### config.mk
export PLATFORM = sky130hd
export DESIGN_NAME = multi_way_signal_ctrl_flat
export DESIGN_NICKNAME = d
export VERILOG_FILES = /design/src/rtl/multi_way_signal_ctrl_pkg.sv /design/src/rtl/multi_way_signal_ctrl_if.sv /design/src/rtl/multi_way_signal_ctrl_phase_timer.sv /design/src/rtl/multi_way_signal_ctrl.sv /design/src/flat_wrapper.sv
export SDC_FILE = /design/constraint.sdc
export NUM_CORES = 1
export LEC_CHECK = 0
export BUFFER_PORTS_ARGS = -buffer_cell sky130_fd_sc_hd__buf_2
export CORE_MARGIN = 2
export CORE_UTILIZATION = 52
export CTS_CLUSTER_SIZE = 28
export DETAILED_ROUTE_END_ITERATION = 8
export PLACE_DENSITY_LB_ADDON = 0.3
export RECOVER_POWER = 25
export SYNTH_ARGS = -nofsm -noshare
export SYNTH_HDL_FRONTEND = slang
export SYNTH_HIERARCHICAL = 1
export SYNTH_SLANG_ARGS = --single-unit
### constraint.sdc
create_clock -name clock -period 2.6 [get_ports clock]
set_clock_uncertainty 0.2 [all_clocks]
set_input_delay 0.39 -clock clock [delete_from_list [all_inputs] [get_ports clock]]
set_output_delay 0.39 -clock clock [all_outputs]
set_load 0.03 [all_outputs]
### src/rtl/multi_way_signal_ctrl_pkg.sv
// Shared lamp/phase encodings and FSM state type
// for the multi-approach signal controller.
package sig_pkg;

  localparam logic [2:0] LAMP_RED = 3'b100;
  localparam logic [2:0] LAMP_GRN = 3'b010;
  localparam logic [2:0] LAMP_YEL = 3'b001;
  localparam logic [2:0] LAMP_OFF = 3'b000;

  localparam logic [1:0] PH_ALLRED = 2'b00;
  localparam logic [1:0] PH_GREEN  = 2'b01;
  localparam logic [1:0] PH_YELLOW = 2'b10;
  localparam logic [1:0] PH_FLASH  = 2'b11;

  typedef enum logic [1:0] {
    ST_ALLRED,
    ST_GREEN,
    ST_YELLOW,
    ST_FLASH
  } state_t;

  function automatic int max_of(
    input int a,
    input int b,
    input int c,
    input int d
  );
    int m;
    m = a;
    if (b > m) m = b;
    if (c > m) m = c;
    if (d > m) m = d;
    return m;
  endfunction

endpackage

### src/rtl/multi_way_signal_ctrl_if.sv
// Demand/maintenance inputs and lamp outputs
// of the signal controller.
interface multi_way_signal_ctrl_if #(
  parameter int NUM_DIR = 4
);

  localparam int DIR_W = $clog2(NUM_DIR);

  logic [NUM_DIR-1:0]   req;
  logic                 flash;
  logic [3*NUM_DIR-1:0] light;
  logic [DIR_W-1:0]     active_dir;
  logic [1:0]           phase;

  modport master (
    output req,
    output flash,
    input  light,
    input  active_dir,
    input  phase
  );

  modport slave (
    input  req,
    input  flash,
    output light,
    output active_dir,
    output phase
  );

endinterface

### src/rtl/multi_way_signal_ctrl_phase_timer.sv
// Loadable down-counter; holds at zero and flags it.
// Shared by phase timing and flash half-periods.
module phase_timer #(
  parameter int CNT_W   = 4,
  parameter int RST_VAL = 0
) (
  input  logic             clock,
  input  logic             reset,
  input  logic             load,
  input  logic [CNT_W-1:0] value,
  output logic             zero
);

  logic [CNT_W-1:0] count;

  always_ff @(posedge clock) begin
    if (reset) begin
      count <= CNT_W'(RST_VAL);
    end else if (load) begin
      count <= value;
    end else if (count != '0) begin
      count <= count - 1'b1;
    end
  end

  assign zero = (count == '0);

endmodule

### src/rtl/multi_way_signal_ctrl.sv
// Moore signal controller: demand-skipping rotation
// of green/yellow/all-red plus flashing-yellow mode.
module multi_way_signal_ctrl
  import sig_pkg::*;
#(
  parameter int NUM_DIR       = 4,
  parameter int GREEN_CYCLES  = 8,
  parameter int YELLOW_CYCLES = 3,
  parameter int ALLRED_CYCLES = 2,
  parameter int FLASH_CYCLES  = 4
) (
  input logic                    clock,
  input logic                    reset,
  multi_way_signal_ctrl_if.slave bus
);

  localparam int DIR_W = $clog2(NUM_DIR);
  localparam int MAXD  = max_of(GREEN_CYCLES,
    YELLOW_CYCLES, ALLRED_CYCLES, FLASH_CYCLES);
  localparam int CNT_W = $clog2(MAXD) + 1;

  localparam logic [CNT_W-1:0] T_GRN =
    CNT_W'(GREEN_CYCLES - 1);
  localparam logic [CNT_W-1:0] T_YEL =
    CNT_W'(YELLOW_CYCLES - 1);
  localparam logic [CNT_W-1:0] T_ALR =
    CNT_W'(ALLRED_CYCLES - 1);
  localparam logic [CNT_W-1:0] T_FLS =
    CNT_W'(FLASH_CYCLES - 1);
  localparam logic [DIR_W-1:0] LAST =
    DIR_W'(NUM_DIR - 1);

  state_t             state, state_n;
  logic [DIR_W-1:0]   dir, dir_n;
  logic               fon, fon_n;
  logic               ld;
  logic [CNT_W-1:0]   ld_val;
  logic               tz;
  logic [3*NUM_DIR-1:0] lamps;

  // Cyclic search from cur+1; modulo keeps odd NUM_DIR safe.
  function automatic logic [DIR_W-1:0] next_dir(
    input logic [DIR_W-1:0]   cur,
    input logic [NUM_DIR-1:0] r
  );
    int   idx;
    logic hit;
    next_dir = DIR_W'((int'(cur) + 1) % NUM_DIR);
    hit = 1'b0;
    for (int k = 1; k <= NUM_DIR; k++) begin
      idx = (int'(cur) + k) % NUM_DIR;
      if (!hit && r[idx]) begin
        next_dir = DIR_W'(idx);
        hit = 1'b1;
      end
    end
  endfunction

  phase_timer #(
    .CNT_W  (CNT_W),
    .RST_VAL(ALLRED_CYCLES - 1)
  ) u_timer (
    .clock(clock),
    .reset(reset),
    .load (ld),
    .value(ld_val),
    .zero (tz)
  );

  always_ff @(posedge clock) begin
    if (reset) begin
      state <= ST_ALLRED;
      dir   <= LAST;
      fon   <= 1'b0;
    end else begin
      state <= state_n;
      dir   <= dir_n;
      fon   <= fon_n;
    end
  end

  always_comb begin
    state_n = state;
    dir_n   = dir;
    fon_n   = fon;
    ld      = 1'b0;
    ld_val  = '0;
    if (bus.flash) begin
      if (state != ST_FLASH) begin
        state_n = ST_FLASH;
        fon_n   = 1'b1;
        ld      = 1'b1;
        ld_val  = T_FLS;
      end else if (tz) begin
        fon_n  = ~fon;
        ld     = 1'b1;
        ld_val = T_FLS;
      end
    end else begin
      unique case (state)
        ST_FLASH: begin
          state_n = ST_ALLRED;
          dir_n   = LAST;
          ld      = 1'b1;
          ld_val  = T_ALR;
        end
        ST_ALLRED: if (tz) begin
          state_n = ST_GREEN;
          dir_n   = next_dir(dir, bus.req);
          ld      = 1'b1;
          ld_val  = T_GRN;
        end
        ST_GREEN: if (tz) begin
          state_n = ST_YELLOW;
          ld      = 1'b1;
          ld_val  = T_YEL;
        end
        ST_YELLOW: if (tz) begin
          state_n = ST_ALLRED;
          ld      = 1'b1;
          ld_val  = T_ALR;
        end
      endcase
    end
  end

  always_comb begin
    lamps     = '0;
    bus.phase = PH_ALLRED;
    for (int d = 0; d < NUM_DIR; d++) begin
      lamps[3*d +: 3] = LAMP_RED;
    end
    unique case (state)
      ST_ALLRED: bus.phase = PH_ALLRED;
      ST_GREEN: begin
        bus.phase = PH_GREEN;
        lamps[3*int'(dir) +: 3] = LAMP_GRN;
      end
      ST_YELLOW: begin
        bus.phase = PH_YELLOW;
        lamps[3*int'(dir) +: 3] = LAMP_YEL;
      end
      ST_FLASH: begin
        bus.phase = PH_FLASH;
        for (int d = 0; d < NUM_DIR; d++) begin
          lamps[3*d +: 3] = fon ? LAMP_YEL : LAMP_OFF;
        end
      end
    endcase
  end

  assign bus.light      = lamps;
  assign bus.active_dir = dir;

endmodule

### src/flat_wrapper.sv
// flat-port wrapper written by rule: the top's interface ports become plain ports
module multi_way_signal_ctrl_flat import sig_pkg::*;
#(
  parameter int NUM_DIR       = 4,
  parameter int GREEN_CYCLES  = 8,
  parameter int YELLOW_CYCLES = 3,
  parameter int ALLRED_CYCLES = 2,
  parameter int FLASH_CYCLES  = 4
)
  (clock, reset, bus_req, bus_flash, bus_light, bus_active_dir, bus_phase);
  multi_way_signal_ctrl_if #(.NUM_DIR(NUM_DIR)) bus_i ();
  input logic clock;
  input logic reset;
  input wire logic [$bits(bus_i.req)-1:0] bus_req;
  input wire logic [$bits(bus_i.flash)-1:0] bus_flash;
  output wire logic [$bits(bus_i.light)-1:0] bus_light;
  output wire logic [$bits(bus_i.active_dir)-1:0] bus_active_dir;
  output wire logic [$bits(bus_i.phase)-1:0] bus_phase;
  assign bus_i.req = bus_req;
  assign bus_i.flash = bus_flash;
  assign bus_light = bus_i.light;
  assign bus_active_dir = bus_i.active_dir;
  assign bus_phase = bus_i.phase;
  multi_way_signal_ctrl #(.NUM_DIR(NUM_DIR), .GREEN_CYCLES(GREEN_CYCLES), .YELLOW_CYCLES(YELLOW_CYCLES), .ALLRED_CYCLES(ALLRED_CYCLES), .FLASH_CYCLES(FLASH_CYCLES)) u_core (.clock(clock), .reset(reset), .bus(bus_i));
endmodule
==> summary.txt <==
Power and ir drop
  • Sequential power share: 22.4%
  • Comb power frac: 65.4%
  • Internal power: 0.449 mW
  • Power share of the clock group: 12.2%
  • IR drop worst, VDD: 0.452 mV
  • Pwr Total: 0.902 mW
  • Static Leak: 0.534 nW
  • Switch share: 50.2%
  • Switching pwr: 0.453 mW
  • Cell Pwr Density: 816 nW/um^2

Timing
  • Minimum clock period: 2410 ps
  • Crit share post-route: 92.7%
  • Maximum clock rate: 415 MHz
  • Slew HR: 52.7%
  • Endpoints failing hold: 0
  • Pins Over Slew Limit: 0
  • Final setup viols: 0
  • Worst slew pin tran: 707 ps
  • RSZ-0062 raised after global routing: no
  • Setup TNS: 0 ps

Synthesis
  • Compound-Gate Fraction of Synth Area: 17.8%
  • Synth Area per Inst: 8.11 sq um
  • Yosys warns: 6
  • Adder-Cell Fraction of Synth Area: 11.8%
  • Seq cells post-synth: 9
  • Post-Synthesis Cell Area: 957 sq um
  • Syn Inst Count: 118
  • Synth Area in XOR/XNOR: 1.83%
  • Top cell type's share of synthesized area: 18.8%
  • Synth area leaders: dfxtp_1 (19%), ha_1 (12%), mux4_1 (5.5%)
  • Largest family of logic cells by synthesized area: simple AND/OR/NAND/NOR gates
  • Yosys cell types: 38
  • Synth Net Count: 134
  • Largest area contributor in the netlist: dfxtp_1
  • Sequential area share after synthesis: 18.8%
  • Simple-gate share of the synthesized area: 27.8%
  • Mux share of post-synthesis cell area: 15.7%

Status
  • Status: completed

Worst setup path
  • Critical Path AT: 2400 ps
  • Worst Path Required: 2590 ps
  • Crit path buf inv count: 1
  • Slowest CP cell: dfxtp_2
  • CP delay by family, top: simple AND/OR/NAND/NOR gates
  • Crit-path max FO: 8
  • CP Cell Sequence: inv_1 -> ha_1 -> mux4_2 -> or2_0 -> or3b_4 -> and3b_1 -> a32oi_1
  • Worst setup EP type: flop
  • Crit Path Category: flop to flop
  • Worst stage delay on the critical path: 400 ps
  • Crit start category: flop

Floorplan
  • Ports: 23
  • Die Height: 46.9 microns
  • Full die area: 2200 sq um
  • Initial Utilization: 55.4%
  • Row Count: 15
  • Chip width: 46.9 microns
  • Core area: 1730 sq um

Finish
  • Most common cell after layout, fill and taps aside: buf_2
  • Commonest non-fill, non-tap cells in the layout: buf_2 (20), nand2_1 (12), nor2_1 (11)
  • Layout cells sized above 1: 24.1%
  • FILL cells: 168
  • Area growth syn-to-layout: 15.6%
  • N_diodes: 0
  • Nets@finish: 158
  • Area occupied by multi-input gates: 714 sq um
  • Final cell count without fillers: 166
  • Register area: 181 sq um

Clock network
  • CTS clock-pin slew for the worst setup and hold paths: 70 ps
  • Post-CTS setup buffer count: 0
  • CTS tree: done
  • Total CTS buffers: 3
  • Maximum clock path buffer count: 2
  • Post-cts sizing count: 0
  • Root buffer selected by CTS: clkbuf_4
  • CTS Sinks: 9
  • H-Tree Depth: 1
  • Hold-fix buffers, CTS: 0
  • Clock Latency Late Sink: 260 ps

Route
  • Post-Route WL: 2030 microns
  • Drt first pass iters: 4
  • Via Count: 913
  • 1st-iter DRT viols: 40
  • Wire per inst: 12.2 microns
  • Via density: 5.50
  • DRC Markers: 0
  • ANT nets after route: 0

Placed design
  • Buffers on Ports: 22
  • DP Cell Count: 162
  • RD Place Congestion: 0.781
  • HPWL Detailed: 1570 microns

Global routing
  • Vias in the first global route: 740
  • First-pass GRT wire length: 3230 microns
  • GRT Resource Usage Total: 20.0%
  • Largest net degree at the start of global routing: 18
  • Initial antenna violation count: 0
  • GR Overflow Total: 0

Hold path
  • Hold Path Class: input pin to flop

Run
  • MaxCap Viol Count: 0
## registers in the layout, summed over array words and instances, names as in the netlist
register / flops
u_core/bus.active_dir: 2
u_core/fon: 1
u_core/state: 2
u_core/u_timer/count: 4
## power by group through the flow
stage | Clock, mW | Sequential, mW | Combinational (mW)
finish | 0.110 | 0.202 | 0.590
global route | 0.121 | 0.206 | 0.648
CTS | 0.117 | 0.205 | 0.596
detailed placement | 0 | 0.208 | 0.594
global placement | 0 | 0.207 | 0.578
floorplan | 0 | 0.207 | 0.468
## through the flow
| stage | cell area [sq um] | setup slack (ps) | utilization (%) | hold WS [ps] |
|---|---|---|---|---|
| 3_5_place_dp | 1090 | 186 | 63.0 | 300 |
| 6_report | 1110 | 189 | 64.1 | 209 |
| 5_1_grt | 1110 | 47.1 | 64.1 | 210 |
| 3_3_place_gp | 1090 | 281 | 63.0 | 297 |
| 2_1_floorplan | 958 | 27.0 | - | 269 |
| 4_1_cts | 1110 | 186 | 64.6 | 197 |
## cells by family after synthesis
group / count (synthesis)
AO/OA/AOI/OAI: 27
XOR/XNOR: 2
multiplexers: 9
AND/OR/NAND/NOR: 48
adder cells (fa/ha/maj): 9
buffers and inverters: 13
other: 1
flip-flops: 9
## final cells by class
class | count | share of cell area, %
inverter | 8 | 2.71
clock buffer | 4 | 2.38
multi-input combinational | 96 | 64.6
tap | 25 | 2.83
sequential | 9 | 16.4
timing repair buffer | 24 | 11.1
## worst paths after layout
path / from / end / slack (ps) / cells past startpoint
max: u_core/bus.active_dir[0] / u_core/bus.active_dir[1] / 190 / 7
min: reset / u_core/fon / 210 / 2
max reg2reg: u_core/bus.active_dir[0] / u_core/bus.active_dir[1] / 190 / 7
min reg2reg: u_core/fon / u_core/fon / 320 / 2
## Yosys cell counts
library cell	instances
nand2_1	12
nor2_1	11
dfxtp_1	9
ha_1	9
a21oi_1	8
inv_1	8
nor3_1	5
and2_1	4
clkbuf_1	4
o21bai_1	4
mux2i_1	3
nor2b_1	3
o21ai_0	3
o31ai_1	3
and3b_1	2
mux4_1	2
mux4_2	2
nand2b_1	2
o21ai_1	2
o22ai_1	2
or2_2	2
xnor2_1	2
a21o_1	1
a31oi_1	1
a32oi_1	1
and3_1	1
and4_1	1
buf_6	1
conb_1	1
mux2_1	1
mux2_2	1
nor3_2	1
nor3b_1	1
nor3b_4	1
o311ai_0	1
o32ai_1	1
or2_0	1
or3b_4	1
## metal layers
metal  share of wire (%)  global-route usage, %
met5                   0                      0
met4                0.59                   3.33
met3                 5.0                   4.62
met2                  47                   33.7
met1                  48                   26.6
(Power assumes the default switching activity.)
